[src/rtl/ram_arbiter.sv]
// ram_arbiter: round-robin sharing of one single-port synchronous RAM between
// the instruction-fetch port and the data load/store port. One transaction is
// in flight at a time: grant -> CMD (RAM access) -> RESP (data returned).
//
//   state | meaning
//   ------+---------------------------------------------------------------
//   IDLE  | nothing outstanding; a request may be granted
//   CMD   | latched command is driven to the RAM
//   RESP  | RAM data routed to the owner; a new request may be granted
module ram_arbiter #(
  parameter int MEM_DEPTH = 256,
  localparam int AW = $clog2(MEM_DEPTH)
) (
  input  logic          clk_i,
  input  logic          rst_i,
  input  logic          i_req_i,
  input  logic [31:0]   i_addr_i,
  output logic          i_gnt_o,
  output logic          i_rvalid_o,
  output logic [31:0]   i_rdata_o,
  output logic          i_err_o,
  input  logic          d_req_i,
  input  logic          d_we_i,
  input  logic [31:0]   d_addr_i,
  input  logic [31:0]   d_wdata_i,
  input  logic [3:0]    d_wstrb_i,
  output logic          d_gnt_o,
  output logic          d_rvalid_o,
  output logic [31:0]   d_rdata_o,
  output logic          d_err_o,
  output logic [AW-1:0] ram_addr_o,
  output logic          ram_en_o,
  output logic          ram_wen_o,
  output logic [31:0]   ram_wdata_o,
  output logic [3:0]    ram_wstrb_o,
  input  logic [31:0]   ram_rdata_i
);

  typedef enum logic [1:0] {IDLE, CMD, RESP} state_t;

  state_t        state_q, state_d;
  logic          last_d_q;   // 1 = data port was granted most recently
  logic          own_d_q;    // 1 = outstanding transaction belongs to data port
  logic          we_q;
  logic          err_q;
  logic [AW-1:0] addr_q;
  logic [31:0]   wdata_q;
  logic [3:0]    wstrb_q;
  logic [31:0]   i_rdata_q;
  logic [31:0]   d_rdata_q;

  logic          can_grant;
  logic          pick_d;
  logic          gnt_any;
  logic          resp_valid;
  logic [31:0]   resp_data;
  logic [31:0]   sel_addr;
  logic          unused_addr_bits;

  // Byte-offset bits never reach the word-addressed RAM.
  assign unused_addr_bits = ^{i_addr_i[1:0], d_addr_i[1:0]};

  // Round-robin arbitration and response routing.
  always_comb begin
    can_grant  = ~rst_i & ((state_q == IDLE) | (state_q == RESP));
    pick_d     = d_req_i & (~i_req_i | ~last_d_q);
    i_gnt_o    = can_grant & i_req_i & ~pick_d;
    d_gnt_o    = can_grant & pick_d;
    gnt_any    = i_gnt_o | d_gnt_o;
    sel_addr   = d_gnt_o ? d_addr_i : i_addr_i;

    resp_valid = (state_q == RESP) & ~rst_i;
    resp_data  = err_q ? 32'd0 : ram_rdata_i;
    i_rvalid_o = resp_valid & ~own_d_q;
    d_rvalid_o = resp_valid & own_d_q;
    i_err_o    = i_rvalid_o & err_q;
    d_err_o    = d_rvalid_o & err_q;
    i_rdata_o  = i_rvalid_o ? resp_data : i_rdata_q;
    d_rdata_o  = d_rvalid_o ? resp_data : d_rdata_q;

    ram_en_o    = (state_q == CMD) & ~err_q;
    ram_wen_o   = ram_en_o & we_q;
    ram_addr_o  = addr_q;
    ram_wdata_o = wdata_q;
    ram_wstrb_o = wstrb_q;
  end

  // Next-state logic.
  always_comb begin
    state_d = state_q;
    case (state_q)
      IDLE:    if (gnt_any) state_d = CMD;
      CMD:     state_d = RESP;
      RESP:    state_d = gnt_any ? CMD : IDLE;
      default: state_d = IDLE;
    endcase
  end

  // State register, command latch on grant, and held read data per port.
  always_ff @(posedge clk_i) begin
    if (rst_i) begin
      state_q   <= IDLE;
      last_d_q  <= 1'b0;
      own_d_q   <= 1'b0;
      we_q      <= 1'b0;
      err_q     <= 1'b0;
      addr_q    <= '0;
      wdata_q   <= '0;
      wstrb_q   <= '0;
      i_rdata_q <= '0;
      d_rdata_q <= '0;
    end else begin
      state_q <= state_d;
      if (gnt_any) begin
        last_d_q <= d_gnt_o;
        own_d_q  <= d_gnt_o;
        we_q     <= d_gnt_o & d_we_i;
        err_q    <= |sel_addr[31:AW+2];
        addr_q   <= sel_addr[AW+1:2];
        wdata_q  <= d_gnt_o ? d_wdata_i : 32'd0;
        wstrb_q  <= d_gnt_o ? d_wstrb_i : 4'd0;
      end
      if (i_rvalid_o) i_rdata_q <= i_rdata_o;
      if (d_rvalid_o) d_rdata_q <= d_rdata_o;
    end
  end

endmodule

[config.mk]
export PLATFORM = sky130hd
export DESIGN_NAME = ram_arbiter
export DESIGN_NICKNAME = d
export VERILOG_FILES = /design/src/rtl/ram_arbiter.sv
export SDC_FILE = /design/constraint.sdc
export NUM_CORES = 1
export LEC_CHECK = 0
export CORE_ASPECT_RATIO = 0.6
export CORE_MARGIN = 3
export CORE_UTILIZATION = 41
export DETAILED_ROUTE_END_ITERATION = 7
export PLACE_DENSITY_LB_ADDON = 0.25
export REMOVE_ABC_BUFFERS = 1
export SLEW_MARGIN = 40
export SYNTH_ARGS = -nofsm -noshare
export SYNTH_HDL_FRONTEND = slang
export SYNTH_SLANG_ARGS = --single-unit
[constraint.sdc]
create_clock -name clk_i -period 4.8 [get_ports clk_i]
set_input_delay 0.96 -clock clk_i [delete_from_list [all_inputs] [get_ports clk_i]]
set_output_delay 0.96 -clock clk_i [all_outputs]
set_load 0.1 [all_outputs]
# ---- Word level (Yosys, flattened, before mapping)
# Index checks and enable logic that the tools add are counted.
dict set report classes {
  eq_ne 3
  muxes 9
  bitwise_logic 21
  reduce_logical 2
}
# cell count
set op_table {}
lappend op_table {{32-bit two-way mux} 5}
lappend op_table {{22-bit OR reduction} 1}
lappend op_table {{1-bit AND} 13}
lappend op_table {{2-bit one-hot mux with 3 select lines} 1}
lappend op_table {{1-bit NOT} 5}
lappend op_table {{4-bit two-way mux} 1}
lappend op_table {{1-bit bitwise OR} 3}
lappend op_table {{2-bit by 1-bit == test with 1-bit output, second input constant} 1}
lappend op_table {{2-bit == test, second input constant} 1}
lappend op_table {{2-bit zero test} 1}
lappend op_table {{2-bit two-way mux} 1}
lappend op_table {{2-bit != test, second input constant} 1}
lappend op_table {{1-bit two-way mux} 1}
dict set report totals {
  ff_bits 113
  inputBits 137
  elab_cells 44
}

# ---- Logic depth before layout (Yosys ltp)
dict set report depth {
  depth_word 8
  mapped_depth 7
  depth_no_buf 5
}

# ---- Worst setup path before layout
# No wires, ideal clock.
dict set report synth_path {
  kind {input -> output}
  startpoint {in rst_i}
  endpoint {out d_rdata_o[15]}
  arrival_ps 3517
  t_required_ps 3840
  setup_slack_ps 323
  cell_stages 3
  n_path_buf 1
  cell_sequence {nand4bb_1 > clkbuf_1 > o21ai_0}
}
dict set report synth_between {
  elab_chain_cells 4
}
# item line_no
set synth_lines {}
lappend synth_lines {{start, declared} 15} ;# input logic rst_i,
lappend synth_lines {{1-bit NOT} 72} ;# resp_valid = (state_q == RESP) & ~rst_i;
lappend synth_lines {{1-bit AND} 72}
lappend synth_lines {{1-bit AND} 75} ;# d_rvalid_o = resp_valid & own_d_q;
lappend synth_lines {{32-bit two-way mux} 79} ;# d_rdata_o = d_rvalid_o ? resp_data : d_rdata_q;
lappend synth_lines {{end, declared} 29} ;# output logic [31:0] d_rdata_o,
# No other way between the ends.

# ---- Final worst setup path
dict set report layout_path {
  startpoint {in rst_i}
  endpoint {out i_rdata_o[5]}
}
dict set report layout_between {
  elab_chain_cells 4
}
# item line_no
set layout_lines {}
lappend layout_lines {{1-bit NOT} 72}
lappend layout_lines {{1-bit AND} 72}
lappend layout_lines {{1-bit AND} 74} ;# i_rvalid_o = resp_valid & ~own_d_q;
lappend layout_lines {{32-bit two-way mux} 78} ;# i_rdata_o = i_rvalid_o ? resp_data : i_rdata_q;
lappend layout_lines {{end, declared} 20} ;# output logic [31:0] i_rdata_o,
# No other way between the ends.

==> reports/qor.yml <==
floorplanning:
  dieArea_mm2: 0.0122
  rows: 28
  io_pins: 253
  die_h_um: 86.8
  initial_core_util_pct: 43.6
  die_w_um: 141
  core-area_mm2: 0.0102
timing:
  fin_crit_sh_pct: 80.0
  slew_violations: 0
  whs_ns: 0.463
  hold_viol: 0
  fin_crit_ns: 3.84
  layout_setup_ws_ns: 0.961
  setup_viol: 0
  relSlewSlack_pct: 50.7
  tns_ns: 0
  rsz0062_at_grt: "false"
  skew_ns: 0.00905
  worst_pin_slew_ns: 0.740
  timing.fmax_mhz: 260
global_route:
  grt_pass1_wl_um: 22400
  antenna_found_initial: 0
  grt_usage_pct: 22.7
  overflow: 0
  grt_pass1_vias: 4721
  grt_max_degree: 75
layout:
  post-route-util_pct: 70.1
  final_net_count: 932
  drive_above_1_share_pct: 20.2
  final_cell_mix: "nand2_1 (154), clkdlybuf4s50_1 (131), dfxtp_1 (113), buf_4 (74), nor2b_1 (64)"
  syn_to_final_growth_pct: 60.9
  diodes: 0
  stdcell_count: 943
  fin_area_mm2: 0.00717
  final_common_cell: "nand2_1"
worst_setup_path:
  cp_common_cell: "buf_4"
  cp_top_family: "simple AND/OR/NAND/NOR gates"
  start_kind: "input port"
  critPathCaptureType: "output port"
  critical_path_arrival_ns: 2.88
  crit_slowest_cell: "or4b_4"
  cp_cell_sequence: "buf_4, buf_4, or4b_4, o21ai_1, buf_4"
  cpPeakStageDelay_ns: 0.85
  crit_type: "in -> out"
  path_buf_inv: 3
  required_ns: 3.84
  critPathMaxFanout: 66
power_and_ir_drop:
  power_density_mw_per_mm2: 379
  ir_worst_vdd_mv: 0.250
  power_mw: 2.72
  leakage_nw: 3.00
routing:
  wl_um: 14200
  vias: 4824
  viasPerCell: 5.12
  ant_nets: 0
  first_iter_violations: 193
  drc: 0
  post_drt_wl_per_cell_um: 15.1
  drtPass1Iterations: 4
placed_design:
  gp_congestion: 0.817
  portBuffers: 248
  dpl.hpwl_um: 10100
  place_inst: 911
  place_area_mm2: 0.00662
  dpl_worst_slack_ns: 0.989
clock_network:
  cts_buffers: 17
  htree_levels: 4
  cts_setup_buffers: 0
  cts.sinks: 113
  cts_resized: 0
  tritoncts: "built"
  cts_hold_buf: 0
  path_clk_slew_ns: 0.05
  cts_root_buffer: "clkbuf_16"
  clk_path_buf_depth: 2
  clk_latency_ns: 0.40
synthesis:
  ys_ff_latch: 113
  synth_cell_types: 25
  ys_warn_count: 0
  post_synth.cell_area_avg_um2: 7.88
  synth_area_mm2: 0.00446
  syn_inst: 566
  ys_seq_area_share_pct: 50.7
status:
  status: "finished clean"
job:
  cap_viol_max_count: 0
worst_hold_path:
  hold_path_class: "reg -> reg"
Yosys cell counts, drive strengths merged:
| library cell | instances | share of area, % |
|---|---|---|
| a21oi | 38 | 4.3 |
| nand3 | 38 | 4.3 |
| nor3 | 2 | 0.22 |
| and2 | 2 | 0.28 |
| o31ai | 1 | 0.17 |
| nand4bb | 1 | 0.25 |
| dfxtp | 113 | 51 |
| a2111oi | 1 | 0.20 |
| buf | 21 | 2.4 |
| nor4 | 11 | 1.5 |
| clkinv | 1 | 0.084 |
| clkbuf | 24 | 2.0 |
| nor2 | 15 | 1.3 |
| nor2b | 64 | 9.0 |
| a311oi | 8 | 1.6 |
| or4b | 1 | 0.31 |
| nand4 | 2 | 0.28 |
| inv | 4 | 0.34 |
| nand2b | 1 | 0.14 |
| nand2 | 154 | 13 |
| o21ai | 64 | 7.7 |
flip-flops by register name, indices dropped and copies added, names as in the netlist:
signal,flops
ram_addr_o,8
ram_wstrb_o,4
d_rdata_q,32
ram_wdata_o,32
i_rdata_q,32
state_q,2
own_d_q,1
err_q,1
we_q,1
power by group:
part	leakage (nW)	internal [mW]	total, mW	switching, mW
Clock	0.269	0.755	1.18	0.422
Sequential	0.916	0.970	0.986	0.0158
Combinational	1.82	0.166	0.553	0.387
metal layers:
layer  routed length [um]  global-route usage (%)  up-vias
met1                 5590                    25.0     2266
met5                    0                       0        -
li1                     -                       -     2338
met2                 7350                    41.1      189
met4                  391                    10.6        0
met3                  884                    6.12       31
worst paths after layout:
kind	startpoint	endpoint	slack, ns	cells past startpoint
worst max-delay path	rst_i	i_rdata_o[5]	0.96	5
worst min-delay path	ram_wdata_o[6]	ram_wdata_o[6]	0.46	2
worst max register to register	state_q[0]	d_rdata_q[12]	2.75	4
worst min register to register	ram_wdata_o[6]	ram_wdata_o[6]	0.46	2
tightest hold or removal path, stage by stage, from the launching register on:
cell	delay (ns)
dfxtp_1	0.30
nand3_1	0.06
a21oi_1	0.06
cell type report:
| class | instances | area, um^2 |
|---|---|---|
| Clock buffer | 20 | 437 |
| Clock inverter | 12 | 118 |
| Fill cell | 793 | 3060 |
| Inverter | 5 | 20.0 |
| Multi-Input combinational cell | 403 | 1990 |
| Sequential cell | 113 | 2260 |
| Tap cell | 135 | 169 |
| Timing Repair Buffer | 255 | 2180 |
logic make-up after synthesis:
kind of cell | count (synthesis) | synth area share [%]
AOI/OAI and AO/OA | 112 | 13.9
DFF | 113 | 50.7
and+or+nand+nor | 291 | 30.5
buffers and inverters | 50 | 4.86
(Power assumes the default switching activity.)
